===== config.mk =====
export PLATFORM = sky130hd
export DESIGN_NAME = ysyx_201979054_cache_transfer_arbiter
export DESIGN_NICKNAME = d
export VERILOG_FILES = /design/src/rtl/ysyx_201979054_cache_transfer_arbiter.sv
export SDC_FILE = /design/constraint.sdc
export NUM_CORES = 1
export LEC_CHECK = 0
export ABC_AREA = 0
export BUFFER_PORTS_ARGS = -buffer_cell sky130_fd_sc_hd__buf_2
export CAP_MARGIN = 20
export CORE_UTILIZATION = 53
export DETAILED_ROUTE_END_ITERATION = 10
export PLACE_DENSITY_LB_ADDON = 0.12
export SYNTH_ARGS = -nofsm -noshare
export SYNTH_HDL_FRONTEND = slang
export SYNTH_SLANG_ARGS = --single-unit

===== constraint.sdc =====
create_clock -name clk -period 3.35 [get_ports clk]
set_clock_uncertainty 0.15 [all_clocks]
set_input_delay 0.1675 -clock clk [delete_from_list [all_inputs] [get_ports clk]]
set_output_delay 0.1675 -clock clk [all_outputs]
set_load 0.005 [all_outputs]

===== src/rtl/ysyx_201979054_cache_transfer_arbiter.sv =====
`default_nettype none
// ============================================================================
// Module   : ysyx_201979054_cache_transfer_arbiter
// Brief    : Round-robin owner of the shared cache<->AXI block-transfer
//            datapath; dirty D-cache victims are written back before refill.
//            Optional burst watchdog enabled by defining TRANSFER_TIMEOUT_EN.
// Revision : 1.0 - initial release
// ============================================================================
module ysyx_201979054_cache_transfer_arbiter #(
    parameter int AXI_ADDR_WIDTH = 64,
    parameter int TIMEOUT_CYCLES = 1024
) (
    input  logic                      clk,
    input  logic                      arst,
    input  logic                      i_icache_req,
    input  logic [AXI_ADDR_WIDTH-1:0] i_icache_addr,
    input  logic                      i_dcache_req,
    input  logic                      i_dcache_dirty,
    input  logic [AXI_ADDR_WIDTH-1:0] i_dcache_addr,
    input  logic [AXI_ADDR_WIDTH-1:0] i_dcache_wb_addr,
    input  logic                      i_count_done,
    output logic                      o_start_read,
    output logic                      o_start_write,
    output logic [AXI_ADDR_WIDTH-1:0] o_addr_cache,
    output logic                      o_axi_read_req,
    output logic                      o_axi_write_req,
    output logic                      o_owner,
    output logic                      o_busy,
    output logic                      o_refill_we,
    output logic                      o_icache_done,
    output logic                      o_dcache_done,
    output logic                      o_error
);

    typedef enum logic [2:0] {
        S_IDLE     = 3'd0,
        S_WB_START = 3'd1,
        S_WB_RUN   = 3'd2,
        S_RF_START = 3'd3,
        S_RF_RUN   = 3'd4,
        S_DONE     = 3'd5
    } state_t;

    state_t                    r_state;
    logic                      r_owner;
    logic                      r_dirty;
    logic                      r_rr;
    logic [AXI_ADDR_WIDTH-1:0] r_refill_addr;
    logic [AXI_ADDR_WIDTH-1:0] r_wb_addr;
    logic                      w_grant_d;
    logic                      w_timeout;
    logic                      w_in_wb;

    // D-cache wins when it is the only requester or the rr pointer names it.
    assign w_grant_d = i_dcache_req && (!i_icache_req || r_rr);

    always_ff @(posedge clk) begin
        if (arst) begin
            r_state       <= S_IDLE;
            r_owner       <= 1'b0;
            r_dirty       <= 1'b0;
            r_rr          <= 1'b0;
            r_refill_addr <= '0;
            r_wb_addr     <= '0;
        end else begin
            case (r_state)
                S_IDLE: begin
                    if (i_icache_req || i_dcache_req) begin
                        r_owner       <= w_grant_d;
                        r_dirty       <= w_grant_d && i_dcache_dirty;
                        r_refill_addr <= w_grant_d ? i_dcache_addr : i_icache_addr;
                        r_wb_addr     <= i_dcache_wb_addr;
                        r_state       <= (w_grant_d && i_dcache_dirty) ? S_WB_START : S_RF_START;
                    end
                end
                S_WB_START: r_state <= S_WB_RUN;
                S_WB_RUN: begin
                    if (i_count_done)
                        r_state <= S_RF_START;
                    else if (w_timeout)
                        r_state <= S_DONE;
                end
                S_RF_START: r_state <= S_RF_RUN;
                S_RF_RUN: begin
                    if (i_count_done || w_timeout)
                        r_state <= S_DONE;
                end
                S_DONE: begin
                    r_rr    <= ~r_owner;
                    r_state <= S_IDLE;
                end
                default: r_state <= S_IDLE;
            endcase
        end
    end

`ifdef TRANSFER_TIMEOUT_EN
    localparam int c_TO_W = (TIMEOUT_CYCLES > 1) ? $clog2(TIMEOUT_CYCLES) : 1;
    localparam logic [c_TO_W-1:0] c_TO_LIMIT = c_TO_W'(TIMEOUT_CYCLES - 1);

    logic [c_TO_W-1:0] r_to_cnt;
    logic              r_err;

    assign w_timeout = ((r_state == S_WB_RUN) || (r_state == S_RF_RUN)) &&
                       !i_count_done && (r_to_cnt == c_TO_LIMIT);

    always_ff @(posedge clk) begin
        if (arst) begin
            r_to_cnt <= '0;
            r_err    <= 1'b0;
        end else begin
            if ((r_state == S_WB_START) || (r_state == S_RF_START))
                r_to_cnt <= '0;
            else if ((r_state == S_WB_RUN) || (r_state == S_RF_RUN))
                r_to_cnt <= r_to_cnt + 1'b1;

            if (r_state == S_IDLE)
                r_err <= 1'b0;
            else if (w_timeout)
                r_err <= 1'b1;
        end
    end

    assign o_error = (r_state == S_DONE) && r_err;
`else
    logic [31:0] w_unused_timeout;
    assign w_unused_timeout = 32'(TIMEOUT_CYCLES);
    assign w_timeout        = 1'b0;
    assign o_error          = 1'b0;
`endif

    assign w_in_wb = (r_state == S_WB_START) || (r_state == S_WB_RUN);

    assign o_start_write   = (r_state == S_WB_START);
    assign o_start_read    = (r_state == S_RF_START);
    assign o_axi_write_req = (r_state == S_WB_RUN);
    assign o_axi_read_req  = (r_state == S_RF_RUN);
    assign o_busy          = (r_state != S_IDLE);
    assign o_owner         = r_owner;
    assign o_addr_cache    = (w_in_wb && r_dirty) ? r_wb_addr :
                             (o_busy ? r_refill_addr : '0);
    // A timed-out transfer still completes, but its block must not be written.
    assign o_refill_we     = (r_state == S_DONE) && !o_error;
    assign o_icache_done   = (r_state == S_DONE) && !r_owner;
    assign o_dcache_done   = (r_state == S_DONE) && r_owner;

endmodule
`default_nettype wire

==> results of run 1 <==
## final cells by class
class	instances	area, sq um
Timing Repair Buffer	479	3440
Multi-Input combinational cell	484	3290
Sequential cell	134	2680
Fill cell	691	1870
Inverter	193	726
Clock buffer	27	533
Tap cell	172	215
Clock inverter	3	15.0
## cells by family (layout without fill, tap and decap cells)
family / after synthesis / after routing / synth area share (%)
other: 1 / 1 / 0.0532
flip-flops: 134 / 134 / 38.0
AO/OA/AOI/OAI: 200 / 200 / 18.9
XOR/XNOR: 1 / 1 / 0.124
AND/OR/NAND/NOR: 218 / 218 / 18.3
multiplexers: 64 / 64 / 9.08
buffers and inverters: 275 / 702 / 15.5
## power groups by stage
stage | combinational, uW | sequential [uW] | clock (uW)
global route | 1570 | 1970 | 1820
detailed placement | 1060 | 1970 | 0
CTS | 1370 | 1940 | 1740
finish | 1460 | 1960 | 1740
global placement | 1050 | 1960 | 0
floorplan | 703 | 1930 | 0
## registers in the layout (all words and copies together), names as in the netlist
signal         cells
r_wb_addr         64
r_state            3
o_owner            1
r_dirty            1
r_rr               1
r_refill_addr     64
## final timing paths
| path | from | to | depth (start not counted) |
|---|---|---|---|
| min | i_icache_req | o_owner | 4 |
| max | r_state[1] | r_refill_addr[32] | 6 |
| min reg2reg | r_wb_addr[35] | r_wb_addr[35] | 2 |
| max reg2reg | r_state[1] | r_refill_addr[32] | 6 |
## tightest hold or removal path, delay by kind of cell
family / cells / cell delay [ps]
and+or+nand+nor: 2 / 190
buffers and inverters: 1 / 140
AOI/OAI and AO/OA: 1 / 60
## through the flow
stage	cells	total power [uW]	hold WS [ps]
2_1_floorplan	893	2630	159
3_3_place_gp	1266	3010	268
3_5_place_dp	1266	3030	270
4_1_cts	1492	5050	13.7
5_1_grt	1492	5370	95.1
6_report	1492	5160	42.8
## cell usage after synthesis, drive strengths merged (2+ instances only)
cell     instances  area (sq um)
a2111oi          2          17.5
a21oi           66           330
a222oi          63           631
and3             2          12.5
and3b            2          17.5
buf             20           138
clkbuf          62           233
dfxtp          134          2680
inv            193           724
mux2i           64           641
nand2           65           244
nand2b          65           407
nand3b          66           495
nor2             4          15.0
nor2b            3          18.8
nor3             4          31.3
nor3b            3          22.5
o21ai           66           330
o31a             2          17.5
## repair_timing
item	CTS	global route
hold buffers	196	0
endpoints found under the setup margin	0	32
gates resized for setup	0	2
endpoints found under the hold margin	131	0
## layer usage
layer	share of wire (%)	wire length [um]	vias up	GRT usage, %
met5	0	0	-	0
met4	6.2	1610	0	29.5
met3	7.1	1850	157	8.17
met1	36	9420	3957	38.8
met2	50	13100	568	66.3
li1	-	-	3806	-
==> results_dict.tcl, run 1 <==
set metrics [dict create \
    clkPwrFrac_pct 33.8 \
    nets 1507 \
    ant_nets 0 \
    crit_path_max_fanout 34 \
    peakVddDrop_mv 0.436 \
    place.gp.congestion 0.812 \
    drcViolationCount 0 \
    finalCoreUtilization_pct 85.4 \
    path_cells "nor3_4 > clkinv_2 > or3_2 > buf_12 > a222oi_1 > dlygate4sd3_1" \
    totalWireLength_um 26000 \
    layout_common_cells "buf_2 (269), dlygate4sd3_1 (196), inv_1 (192)" \
    grt_pass1_wl_um 41600 \
    cts_tree "built" \
    regToRegSetupSlack_ps 210 \
    startpoint_type "flip-flop" \
    final_cell_area_sq_um 10900 \
    layout-drive-gt1-share_pct 23.9 \
    post_drt_wl_per_cell_um 17.4 \
    grt_max_degree 133 \
    die_w_um 117 \
    ys.flop_type "dfxtp_1" \
    fin_tns_setup_ps 0 \
    power_frac_comb_pct 28.3 \
    netlist_instances 893 \
    crit_arrival_ps 3350 \
    required_ps 3560 \
    min_period_over_period_pct 93.8 \
    clk_latency_ps 410 \
    fmaxAchievable_ghz 0.318 \
    viasPerCell 5.69 \
    worstSetupEndpointType "flip-flop" \
    hold_viol_final 0 \
    dpl.hpwl_um 12500 \
    ys_warn_count 0 \
    post-place-ws_ps 646 \
    cap_viol_max_count 0 \
    seqPwrFrac_pct 37.9 \
    grt_pass1_vias 8909 \
    maxSlewHeadroom_pct 31.7 \
    synth.yosys.seq_area_share_pct 38.0 \
    grt.total_usage_pct 37.7 \
    report.final.setup_viol 0 \
    clockBufferDepth 2 \
    htree_levels 4 \
    cts_made_buffers 17 \
    timing.final.ws_setup_ps 208 \
    synth_nets 1091 \
    portBuffers 270 \
    hp-class "in2reg" \
    yosys_register_bits 134 \
    postCtsSetupBuffers 0 \
    swShare_pct 29.6 \
    outcome "finished, final reports clean" \
    p_leak_uw 0.00554 \
    crit_type "reg2reg" \
    cts-root-buf "clkbuf_16" \
    synthDistinctLibCells 31 \
    die_area_sq_um 13800 \
    p_int_uw 3630 \
    max_stage_delay_ps 800 \
    final_common_cell "buf_2" \
    slowest_stage "or3_2" \
    power_density_nw_per_um2 474 \
    rsz0062_at_grt "no" \
    cts.clk_slew.worst_paths_ps 60 \
    place_area_sq_um 8390 \
    async_reset_ff_share_pct 0 \
    die_y_um 117 \
    grt_overflow 0 \
    first_iter_violations 1001 \
    antenna_cells 0 \
    vias 8488 \
    ios 272 \
    initial_utilization_pct 55.2 \
    p_sw_uw 1530 \
    core_sq_um 12800 \
    drt-pass1-iter-count 9 \
    critical_path.top_delay_family "simple AND/OR/NAND/NOR gates" \
    finalCriticalPeriod_ps 3140 \
    syn_to_final_growth_pct 54.6 \
    syn_avg_cell_area_sq_um 7.90 \
    slew_viol_final 0 \
    antenna_found_initial 0 \
    synth-edff-count 0 \
    clock-sinks 134 \
    worst_slew_pin_slew_ps 1020 \
    rows 41 \
    mappedNetlistArea_sq_um 7050 \
    cp.buffers_inverters 3 \
]
Power figures use the tool's default switching activity.
==> run 2, diff against run 1 <==
--- a/config.mk
+++ b/config.mk
@@ -7,10 +7,10 @@
 export LEC_CHECK = 0
 export ABC_AREA = 0
 export BUFFER_PORTS_ARGS = -buffer_cell sky130_fd_sc_hd__buf_2
-export CAP_MARGIN = 20
 export CORE_UTILIZATION = 53
 export DETAILED_ROUTE_END_ITERATION = 10
 export PLACE_DENSITY_LB_ADDON = 0.12
+export SETUP_SLACK_MARGIN = 0.5
 export SYNTH_ARGS = -nofsm -noshare
 export SYNTH_HDL_FRONTEND = slang
 export SYNTH_SLANG_ARGS = --single-unit
==> run 2 against run 1 <==
Design area about the same; non-clock buffer count unchanged; maximum frequency grew 19%; clock-buffer cell count stayed put; via count decreased by 0.25%; global-route usage is 0.063 points lower; setup slack improved by 500 ps; power fell by 2.9%; critical endpoint is now r_refill_addr[43]; largest power group unchanged.
==> results_dict.tcl, run 2 (same netlist as run 1, synthesis figures left out) <==
set metrics [dict create \
    antenna_found_initial 2 \
    reg2reg_from "r_state[1]" \
    worst_slew_pin_slew_ps 1000 \
    final_common_cell "buf_2" \
    peakVddDrop_mv 0.443 \
    layout-drive-gt1-share_pct 23.9 \
    outcome "finished, final reports clean" \
    grt_pass1_vias 8608 \
    htree_levels 4 \
    post_drt_wl_per_cell_um 17.4 \
    nFillCells 693 \
    vias 8467 \
    reg_top3 "r_refill_addr: 64 flops, r_wb_addr: 64 flops, r_state: 3 flops" \
    clkPwrFrac_pct 34.6 \
    portBuffers 270 \
    p_int_uw 3520 \
    rows 41 \
    regToRegEndpoint "r_refill_addr[43]" \
    regToRegSetupSlack_ps 710 \
    place.gp.congestion 0.812 \
    crit_type "reg2reg" \
    grt_overflow 0 \
    maxSlewHeadroom_pct 33.3 \
    die_y_um 117 \
    ant_nets 0 \
    cts.clk_slew.worst_paths_ps 60 \
    viasPerCell 5.67 \
    worstSetupEndpointType "flip-flop" \
    drcViolationCount 0 \
    nets 1507 \
    initial_utilization_pct 55.2 \
    swShare_pct 29.8 \
    cap_viol_max_count 0 \
    min_to "o_owner" \
    rsz0062_at_grt "no" \
    fmaxAchievable_ghz 0.379 \
    totalWireLength_um 26100 \
    finalCriticalPeriod_ps 2640 \
    power_density_nw_per_um2 460 \
    clk_latency_ps 410 \
    clockBufferDepth 2 \
    fin_tns_setup_ps 0 \
    ios 272 \
    grt_pass1_wl_um 41400 \
    p_sw_uw 1490 \
    slew_viol_final 0 \
    hp-class "in2reg" \
    hold_viol_final 0 \
    die_area_sq_um 13800 \
    startpoint_type "flip-flop" \
    clock-sinks 134 \
    crit_path_max_fanout 34 \
    grt.total_usage_pct 37.6 \
    core_sq_um 12800 \
    grtUsageMet3_pct 10.2 \
    first_iter_violations 1093 \
    report.final.setup_viol 0 \
    die_w_um 117 \
    reg2reg_depth 5 \
    power_frac_comb_pct 26.4 \
    layout_common_cells "buf_2 (269), dlygate4sd3_1 (196), inv_1 (192)" \
    grtUsageMet1_pct 39.4 \
    dpl.hpwl_um 12500 \
    required_ps 3470 \
    cts-root-buf "clkbuf_16" \
    holdPathStages 4 \
    grt_max_degree 133 \
    seqPwrFrac_pct 39.0 \
    syn_to_final_growth_pct 54.7 \
    p_leak_uw 0.00544 \
    cts_made_buffers 17 \
    finalHoldWorstSlack_ps 44.9 \
    min_period_over_period_pct 78.8 \
    grtUsageMet2_pct 65.2 \
    crit_arrival_ps 2760 \
    top_usage_layer "met2" \
    cts_tree "built" \
    min_from "i_icache_req" \
    drt-pass1-iter-count 11 \
]
==> run 2: layer usage <==
metal,up-vias,share of wire (%)
li1,3810,-
met1,3931,35
met2,601,50
met3,125,8.9
met4,0,5.2
met5,-,0
==> run 2: repair_timing <==
item                                   CTS  global route
setup buffers                            0             0
gates resized for setup                  0             2
setup endpoints to repair                0            22
endpoints found under the hold margin  131             0
hold buffers                           196             0
==> run 2: power groups by stage <==
stage,registers [uW],clock network [uW],logic (uW)
global route,1970,1820,1430
detailed placement,1970,0,1060
finish,1960,1740,1320
CTS,1940,1740,1240
global placement,1960,0,1050
floorplan,1930,0,703
==> run 2: stage by stage <==
stage               instance area, sq um  instances  total power, uW  util, %  setup WS (ps)
detailed placement                  8390       1266             3030     65.7            646
CTS                                10900       1492             4920     85.3            622
global route                       10900       1494             5220     85.4            537
finish                             10900       1494             5020     85.4            711
floorplan                           7050        893             2630        -           1310
global placement                    8390       1266             3010     65.7            660
==> run 2: how the worst max path moves through the flow <==
stage | start | depth (start not counted) | to | slack [ps]
after floorplan | r_state[2] | 8 | r_refill_addr[0] | 1310
after global placement | r_state[1] | 5 | r_refill_addr[12] | 660
after detailed placement | r_state[1] | 5 | r_refill_addr[12] | 650
after CTS | r_state[1] | 5 | r_refill_addr[62] | 620
after global routing | r_state[1] | 5 | r_refill_addr[51] | 540
final | r_state[1] | 5 | r_refill_addr[43] | 710
==> run 2: cell type report <==
class	instances	area [sq um]	share of cell area (%)
Timing Repair Buffer	479	3440	31.5
Multi-Input combinational cell	484	3290	30.2
Tap cell	172	215	1.97
Clock inverter	3	15.0	0.138
Sequential cell	134	2680	24.6
Clock buffer	27	533	4.89
Inverter	193	726	6.65
Antenna cell	2	5.00	0.0459
==> run 2: critical path, cell delays in order (launching register included) <==
cell	delay, ps
dfxtp_1	420
nor3_4	250
clkinv_2	110
or3_2	790
buf_12	310
a222oi_1	450
